File: src/rtl/icache_controller_if.sv
`default_nettype none
// ============================================================================
// Module      : icache_controller_if
// Description : Bundles the fetch-side (CPU/selector) and fill-side
//               (instruction memory) signals of the instruction cache
//               controller.
//   address        fetch byte address {tag[9:7], index[6:4], word[3:2], --}
//   busywait       CPU stall request (high = fetch not yet served)
//   block_word1..4 words 0..3 of the addressed line
//   word_select    address[3:2], select for the downstream word selector
//   mem_read       block read request to instruction memory
//   mem_address    block address {tag,index} of the line being filled
//   mem_readdata   128-bit fill data, valid when mem_busywait is low
//   mem_busywait   memory busy while the requested data is not ready
//   slave modport  : the cache controller's view
//   master modport : the CPU + memory environment's view
// Revision    : 1.0 - initial release
// ============================================================================
interface icache_controller_if;
  logic [9:0]   address;
  logic         busywait;
  logic [31:0]  block_word1;
  logic [31:0]  block_word2;
  logic [31:0]  block_word3;
  logic [31:0]  block_word4;
  logic [1:0]   word_select;
  logic         mem_read;
  logic [5:0]   mem_address;
  logic [127:0] mem_readdata;
  logic         mem_busywait;

  modport slave (
    input  address, mem_readdata, mem_busywait,
    output busywait, block_word1, block_word2, block_word3, block_word4,
           word_select, mem_read, mem_address
  );

  modport master (
    output address, mem_readdata, mem_busywait,
    input  busywait, block_word1, block_word2, block_word3, block_word4,
           word_select, mem_read, mem_address
  );
endinterface
`default_nettype wire

File: src/rtl/icache_controller.sv
`default_nettype none
// ============================================================================
// Module      : icache_controller
// Description : Direct-mapped instruction cache controller, 8 lines of
//               16 bytes, 10-bit byte address. Hits are served with zero
//               added latency; misses stall the CPU and fill the line from
//               128-bit-wide instruction memory.
// Ports       : CLK   - single clock, rising edge
//               RESET - synchronous active-high reset
//               bus   - icache_controller_if.slave (fetch + fill signals)
// Revision    : 1.0 - initial release
// ============================================================================
module icache_controller (
  input  wire logic          CLK,
  input  wire logic          RESET,
  icache_controller_if.slave bus
);

  localparam logic [0:0] S_IDLE     = 1'b0;
  localparam logic [0:0] S_MEM_READ = 1'b1;

  logic [0:0]   r_state;
  logic [2:0]   r_fill_tag;
  logic [2:0]   r_fill_index;
  logic [7:0]   r_valid;
  logic [2:0]   r_tag  [0:7];
  logic [127:0] r_data [0:7];

  logic [2:0]   w_tag;
  logic [2:0]   w_index;
  logic         w_hit;
  logic         w_fill_done;
  logic [127:0] w_line;
  logic [1:0]   w_unused_addr_lsb;

  assign w_tag             = bus.address[9:7];
  assign w_index           = bus.address[6:4];
  assign w_unused_addr_lsb = bus.address[1:0];

  // Hit is evaluated on the live address so a hit costs no extra cycle.
  assign w_hit = r_valid[w_index] && (r_tag[w_index] == w_tag);

  // A reset coinciding with the data-ready cycle must not commit the fill.
  assign w_fill_done = (r_state == S_MEM_READ) && !bus.mem_busywait && !RESET;

  assign w_line          = r_data[w_index];
  assign bus.block_word1 = w_line[31:0];
  assign bus.block_word2 = w_line[63:32];
  assign bus.block_word3 = w_line[95:64];
  assign bus.block_word4 = w_line[127:96];
  assign bus.word_select = bus.address[3:2];

  assign bus.busywait    = (r_state == S_IDLE) ? !w_hit : 1'b1;
  assign bus.mem_read    = (r_state == S_MEM_READ);
  assign bus.mem_address = (r_state == S_MEM_READ) ? {r_fill_tag, r_fill_index} : 6'd0;

  // Control state and valid bits.
  always_ff @(posedge CLK) begin
    if (RESET) begin
      r_state      <= S_IDLE;
      r_valid      <= '0;
      r_fill_tag   <= '0;
      r_fill_index <= '0;
    end else begin
      case (r_state)
        S_IDLE: begin
          if (!w_hit) begin
            // Latch the line to fill; later address changes do not redirect it.
            r_fill_tag   <= w_tag;
            r_fill_index <= w_index;
            r_state      <= S_MEM_READ;
          end
        end
        S_MEM_READ: begin
          if (!bus.mem_busywait) begin
            r_valid[r_fill_index] <= 1'b1;
            r_state               <= S_IDLE;
          end
        end
        default: r_state <= S_IDLE;
      endcase
    end
  end

  // Data and tag arrays carry no reset; the valid bits qualify them.
  always_ff @(posedge CLK) begin
    if (w_fill_done) begin
      r_data[r_fill_index] <= bus.mem_readdata;
      r_tag[r_fill_index]  <= r_fill_tag;
    end
  end

endmodule
`default_nettype wire

File: src/flat_wrapper.sv
// flat-port wrapper written by rule: the top's interface ports become plain ports
module icache_controller_flat 
  (CLK, RESET, bus_address, bus_mem_readdata, bus_mem_busywait, bus_busywait, bus_block_word1, bus_block_word2, bus_block_word3, bus_block_word4, bus_word_select, bus_mem_read, bus_mem_address);
  icache_controller_if bus_i ();
  input  wire logic CLK;
  input  wire logic RESET;
  input wire logic [$bits(bus_i.address)-1:0] bus_address;
  input wire logic [$bits(bus_i.mem_readdata)-1:0] bus_mem_readdata;
  input wire logic [$bits(bus_i.mem_busywait)-1:0] bus_mem_busywait;
  output wire logic [$bits(bus_i.busywait)-1:0] bus_busywait;
  output wire logic [$bits(bus_i.block_word1)-1:0] bus_block_word1;
  output wire logic [$bits(bus_i.block_word2)-1:0] bus_block_word2;
  output wire logic [$bits(bus_i.block_word3)-1:0] bus_block_word3;
  output wire logic [$bits(bus_i.block_word4)-1:0] bus_block_word4;
  output wire logic [$bits(bus_i.word_select)-1:0] bus_word_select;
  output wire logic [$bits(bus_i.mem_read)-1:0] bus_mem_read;
  output wire logic [$bits(bus_i.mem_address)-1:0] bus_mem_address;
  assign bus_i.address = bus_address;
  assign bus_i.mem_readdata = bus_mem_readdata;
  assign bus_i.mem_busywait = bus_mem_busywait;
  assign bus_busywait = bus_i.busywait;
  assign bus_block_word1 = bus_i.block_word1;
  assign bus_block_word2 = bus_i.block_word2;
  assign bus_block_word3 = bus_i.block_word3;
  assign bus_block_word4 = bus_i.block_word4;
  assign bus_word_select = bus_i.word_select;
  assign bus_mem_read = bus_i.mem_read;
  assign bus_mem_address = bus_i.mem_address;
  icache_controller u_core (.CLK(CLK), .RESET(RESET), .bus(bus_i));
endmodule
File: config.mk
export PLATFORM = sky130hd
export DESIGN_NAME = icache_controller_flat
export DESIGN_NICKNAME = d
export VERILOG_FILES = /design/src/rtl/icache_controller_if.sv /design/src/rtl/icache_controller.sv /design/src/flat_wrapper.sv
export SDC_FILE = /design/constraint.sdc
export NUM_CORES = 1
export LEC_CHECK = 0
export CAP_MARGIN = 20
export CORE_AREA = 2 2 254 281
export DETAILED_ROUTE_END_ITERATION = 7
export DIE_AREA = 0 0 256 283
export PLACE_DENSITY_LB_ADDON = 0.3
export SLEW_MARGIN = 10
export SYNTH_ARGS = -nofsm -noshare
export SYNTH_HDL_FRONTEND = slang
export SYNTH_SLANG_ARGS = --single-unit
export TNS_END_PERCENT = 5
File: constraint.sdc
create_clock -name CLK -period 13.6 [get_ports CLK]
set_clock_uncertainty 0.15 [all_clocks]
set_input_delay 1.36 -clock CLK [delete_from_list [all_inputs] [get_ports CLK]]
set_output_delay 1.36 -clock CLK [all_outputs]
set_load 0.01 [all_outputs]
== Yosys cells after proc, flatten, opt, wreduce, memory -nomap -nowiden ==
Memory sizes are Yosys's and may differ from the RTL's.
Index checks and enable logic that the tools add are counted.

* Flip-flop bits (word level): 15
* RAM bits: 1,048
* Bits of input ports: 141
* Output and inout port bits: 138
* Word-level logic and storage cells: 34
* Memories: 2

{| class="wikitable"
|+ Memories
! memory !! words !! width !! rd ports !! clocked after Yosys merged registers in !! wr ports !! line !! source
|-
| u_core.r_data || 8 || 128 || 1 || 0 || 1 || icache_controller.sv:27 || <nowiki>logic [127:0] r_data [0:7];</nowiki>
|-
| u_core.r_tag || 8 || 3 || 1 || 0 || 1 || icache_controller.sv:26 || <nowiki>logic [2:0] r_tag [0:7];</nowiki>
|}

* Magnitude comparators: 3
* Eq/ne operators: 1
* Multiplexer cells: 11
* Bitwise operators: 4
* Reduce and logical (&&, ||, !) cells: 9

{| class="wikitable"
|+ Operators with widths
! kind !! number
|-
| 3-bit by 4-bit < comparator with 1-bit output, second input constant || 2
|-
| 8-bit OR || 1
|-
| 1-bit two-way mux || 7
|-
| 6-bit two-way mux || 1
|-
| 1-bit logical AND || 4
|-
| 2-bit AND reduction || 2
|-
| 1-bit binary-select mux with 3-bit select || 1
|-
| 1-bit demux with 3-bit select || 1
|-
| 3-bit equality test || 1
|-
| 3-bit by 1-bit greater-or-equal comparator with 1-bit output, second input constant || 1
|-
| 1-bit zero test || 3
|-
| 1-bit NOT || 3
|-
| 1-bit one-hot mux with 2 select lines || 1
|}

== Depth between registers and ports, before layout ==
* Word-level depth: 5
* Depth in mapped cells: 7
* Gate-level depth less buffers: 5

== Least setup slack after synthesis ==
OpenSTA, ideal clock, no wires.

* Kind: input to register
* Start point: in bus_mem_busywait
* End point: mem u_core.r_data[0][0], enable pin
* Setup time: 785 ps
* Arrival: 10,783 ps
* Path slack: 1,882 ps
* Stages on the path: 3
* Path buffers: 0
* Cell sequence: nand2b_1 -> or3_1 -> nor3_1

* Word-level cells in the longest chain between the ends: 5

{| class="wikitable"
|+ RTL lines
! element !! line !! source
|-
| from (decl) || flat_wrapper.sv:9 || <nowiki>input wire logic [$bits(bus_i.mem_busywait)-1:0] bus_mem_busywait;</nowiki>
|-
| 1-bit zero test || icache_controller.sv:44 || <nowiki>assign w_fill_done = (r_state == S_MEM_READ) && !bus.mem_busywait && !RESET;</nowiki>
|-
| 1-bit logical AND (2 in series) || icache_controller.sv:44 ||
|-
| 1-bit two-way mux || icache_controller.sv:87 || <nowiki>if (w_fill_done) begin</nowiki>
|-
| 1-bit two-way mux (not written as such) || icache_controller.sv:88 || <nowiki>r_data[r_fill_index] <= bus.mem_readdata;</nowiki>
|-
| to (decl) || icache_controller.sv:27 ||
|}

No other way between the ends.

== Worst setup path in the final report ==
* Start point: in bus_address[5]
* End point: out bus_block_word2[14]

* Word-level cells in the longest chain between the ends: 1

{| class="wikitable"
|+ RTL lines
! element !! line !! source
|-
| from (decl) || flat_wrapper.sv:7 || <nowiki>input wire logic [$bits(bus_i.address)-1:0] bus_address;</nowiki>
|-
| memory read 8 x 128 bit || - ||
|-
| to (decl) || flat_wrapper.sv:12 || <nowiki>output wire logic [$bits(bus_i.block_word2)-1:0] bus_block_word2;</nowiki>
|}

No other way between the ends.

==> results.md <==
* Post-synth ARST share at 0%
* Clk_lat worst skew at 640 ps
* TritonCTS clock tree: yes
* Syn Area/Cell at 24.98 µm²
* Crit-path max FO at 72
* Mapped cell area at 39,960 µm²
* Post-CTS sizing at 0
* Drc violations at 0
* Layout cells sized above 1 at 28.84%
* Final WL at between 70 and 80 mm
* Hold-fix buffers, CTS at 0
* Element type at the critical path end: output port
* Die Y at about 280 µm
* Mapped Cells at 1,600
* CP peak stage delay at 890 ps
* RSZ-0062 raised after global routing: no
* Post-CTS setup buffers at 0
* Final core occ at 67.41%
* Worst setup SP type: input port
* Hold Vio Cnt, Final at 0
* CTS Buffer Depth at 3
* Clock transition at path regs at 60 ps
* GPL Wtd Cong at 0.7096
* Lkg Pwr at 14.87 nW
* Cell mode on critical path: buf_4
* Max H-tree Level at 3
* Final worst path period share at a little under half
* GR Overflow Total at 0
* Initial DRC Count at 1,377
* DRT Pass-1 Iters at 5
* Buffers & Inverters on Critical Path at 4
* DIE AREA at roughly 72,000 µm²
* Worst EP required at approximately 12,000 ps
* Outcome: finished, final reports clean
* WL/cell at approximately 26 µm
* CP cell instances: buf_8, buf_4, buf_4, mux4_2, mux2_2, clkdlybuf4s50_1
* Vias in the first global route at around 19,000
* Number of synthesized register bits at 1,063
* Commonest cells post-synth: 1,048 x edfxtp_1, 259 x mux4_2, 128 x mux2_2
* Area leader, netlist: edfxtp_1
* Top FF cell, synth: edfxtp_1
* Core area at 69,810 µm²
* PortBufs at 272
* Post-synthesis cell type count at 26
* CTS Root Cell: clkbuf_16
* Multi-input logic area at 7865 µm²
* Layout Nets at ~2,100
* Placed Area at roughly 44,000 µm²
* Initial antenna violation count at 11
* Total power draw at about 6.7 mW
* Finished Cell Area at 47,060 µm²
* Placement row count at 102
* Cell Pwr Density at 143.0 nW/µm²
* Count leader, synth: edfxtp_1
* CP delay by family, top: buffers and inverters
* Post-layout minimum cycle time at 6464 ps
* Sequential Area at 31,770 µm²
* Final setup violation count at 0
* Top cells by area, synth: edfxtp_1 79%, mux4_2 15%, mux2_2 3.6%
* Slew at the pin with the worst max-slew slack at between 1000 and 1500 ps
* Top cell type's share of synthesized area at 78.75%
* EDFF count, synth at roughly 1,000
* Mapped Nets at 1,741
* Detailed Place HPWL at 40.55 mm
* Relative slew margins at 27.53%
* Global-route wire length before repair at 118.0 mm
* Hold Crit Class: flop to flop
* Routed Antenna Nets at 0
* Largest net degree at the start of global routing at ~130
* MaxCap Viol Count at 0
* GRT Total Usage at around 22%
* IO Pins at 279
* Total number of vias at 17,562
* Fillcell total at 4,300
* Cts bufs inserted at 100
* Critical path class: input port to output port
* Max Slew Vio Count at 0
* Synth warn at 0
* Worst Path Arrival at 4950 ps
* Avg Vias per Cell at 5.967
* Setup TNS at 0 ps
* CP max-delay cell: buf_4
* Sequential fraction of the synthesis area at roughly 80%
* VDD IR-drop max at 0.0001151 V
* Die width at 256 µm
* Starting Density at 57.24%
* Fmax at about 0.15 GHz
* Clock Sink Count at roughly 1,100
* Area grow syn2layout at 17.76%
final timing paths:
path | startpoint | endpoint | slack (ps) | cells past startpoint
hold / removal | u_core.r_valid[0] | u_core.r_valid[0] | 300 | 1
hold reg to reg | u_core.r_valid[0] | u_core.r_valid[0] | 300 | 1
setup reg to reg | u_core.bus.mem_read | u_core.r_data[0][101] | 9060 | 7
setup / recovery | bus_address[5] | bus_block_word2[14] | 7140 | 6
power by group:
part	total, mW	switching, mW	internal, mW
registers	3.63	0.00853	3.62
clock network	2.72	1.15	1.58
logic	0.372	0.175	0.197
total	6.73	1.33	5.40
sequential cells by signal (all words and copies together), names as in the netlist:
signal               count
u_core.r_fill_index      3
u_core.r_tag            24
u_core.r_valid           8
u_core.r_data         1024
u_core.r_fill_tag        3
u_core.bus.mem_read      1
cell type report:
cell class	instances	share of cell area, %
Clock inverter	62	1.255
Multi-Input combinational cell	456	16.71
Timing Repair Buffer	300	6.363
Inverter	1	0.007977
Antenna cell	6	0.03191
Sequential cell	1063	67.52
Clock buffer	119	5.624
Tap cell	936	2.489
cell families (layout without fill, tap and decap cells):
group,Yosys count,count (layout),share of synthesized area [%]
AOI/OAI and AO/OA,10,10,0.2442
xor gates and xnor gates,3,3,0.06576
buffers and inverters,81,482,0.9518
DFF,1063,1063,79.50
muxes,408,408,18.82
other,0,6,0
and+or+nand+nor,35,35,0.4102
through the flow:
stage,instances,hold slack [ps],setup WS (ps)
2_1_floorplan,1600,267.9,1882
3_3_place_gp,2753,275.3,7111
3_5_place_dp,2753,288.6,7079
4_1_cts,2934,303.6,7079
5_1_grt,2942,315.8,6996
6_report,2943,303.0,7136
cells in the final DEF (no fill, tap or decap), types with 15 or more instances in the layout:
cell / instances
edfxtp_1: 1048
clkdlybuf4s50_1: 269
mux4_2: 259
mux2_2: 128
clkbuf_16: 102
clkinv_2: 24
buf_4: 24
mux2i_1: 18
clkinv_1: 18
dfxtp_1: 15
metal layers:
| metal | vias to the layer above | wire [µm] | GRT usage, % | part of all wire (%) |
|---|---|---|---|---|
| li1 | 7517 | - | - | - |
| met5 | - | 76 | 0 | 0.098 |
| met1 | 9390 | 30510 | 28.93 | 39 |
| met3 | 105 | 4882 | 4.410 | 6.3 |
| met4 | 12 | 1559 | 6.681 | 2.0 |
| met2 | 538 | 40820 | 37.26 | 52 |
Power figures use the tool's default switching activity.
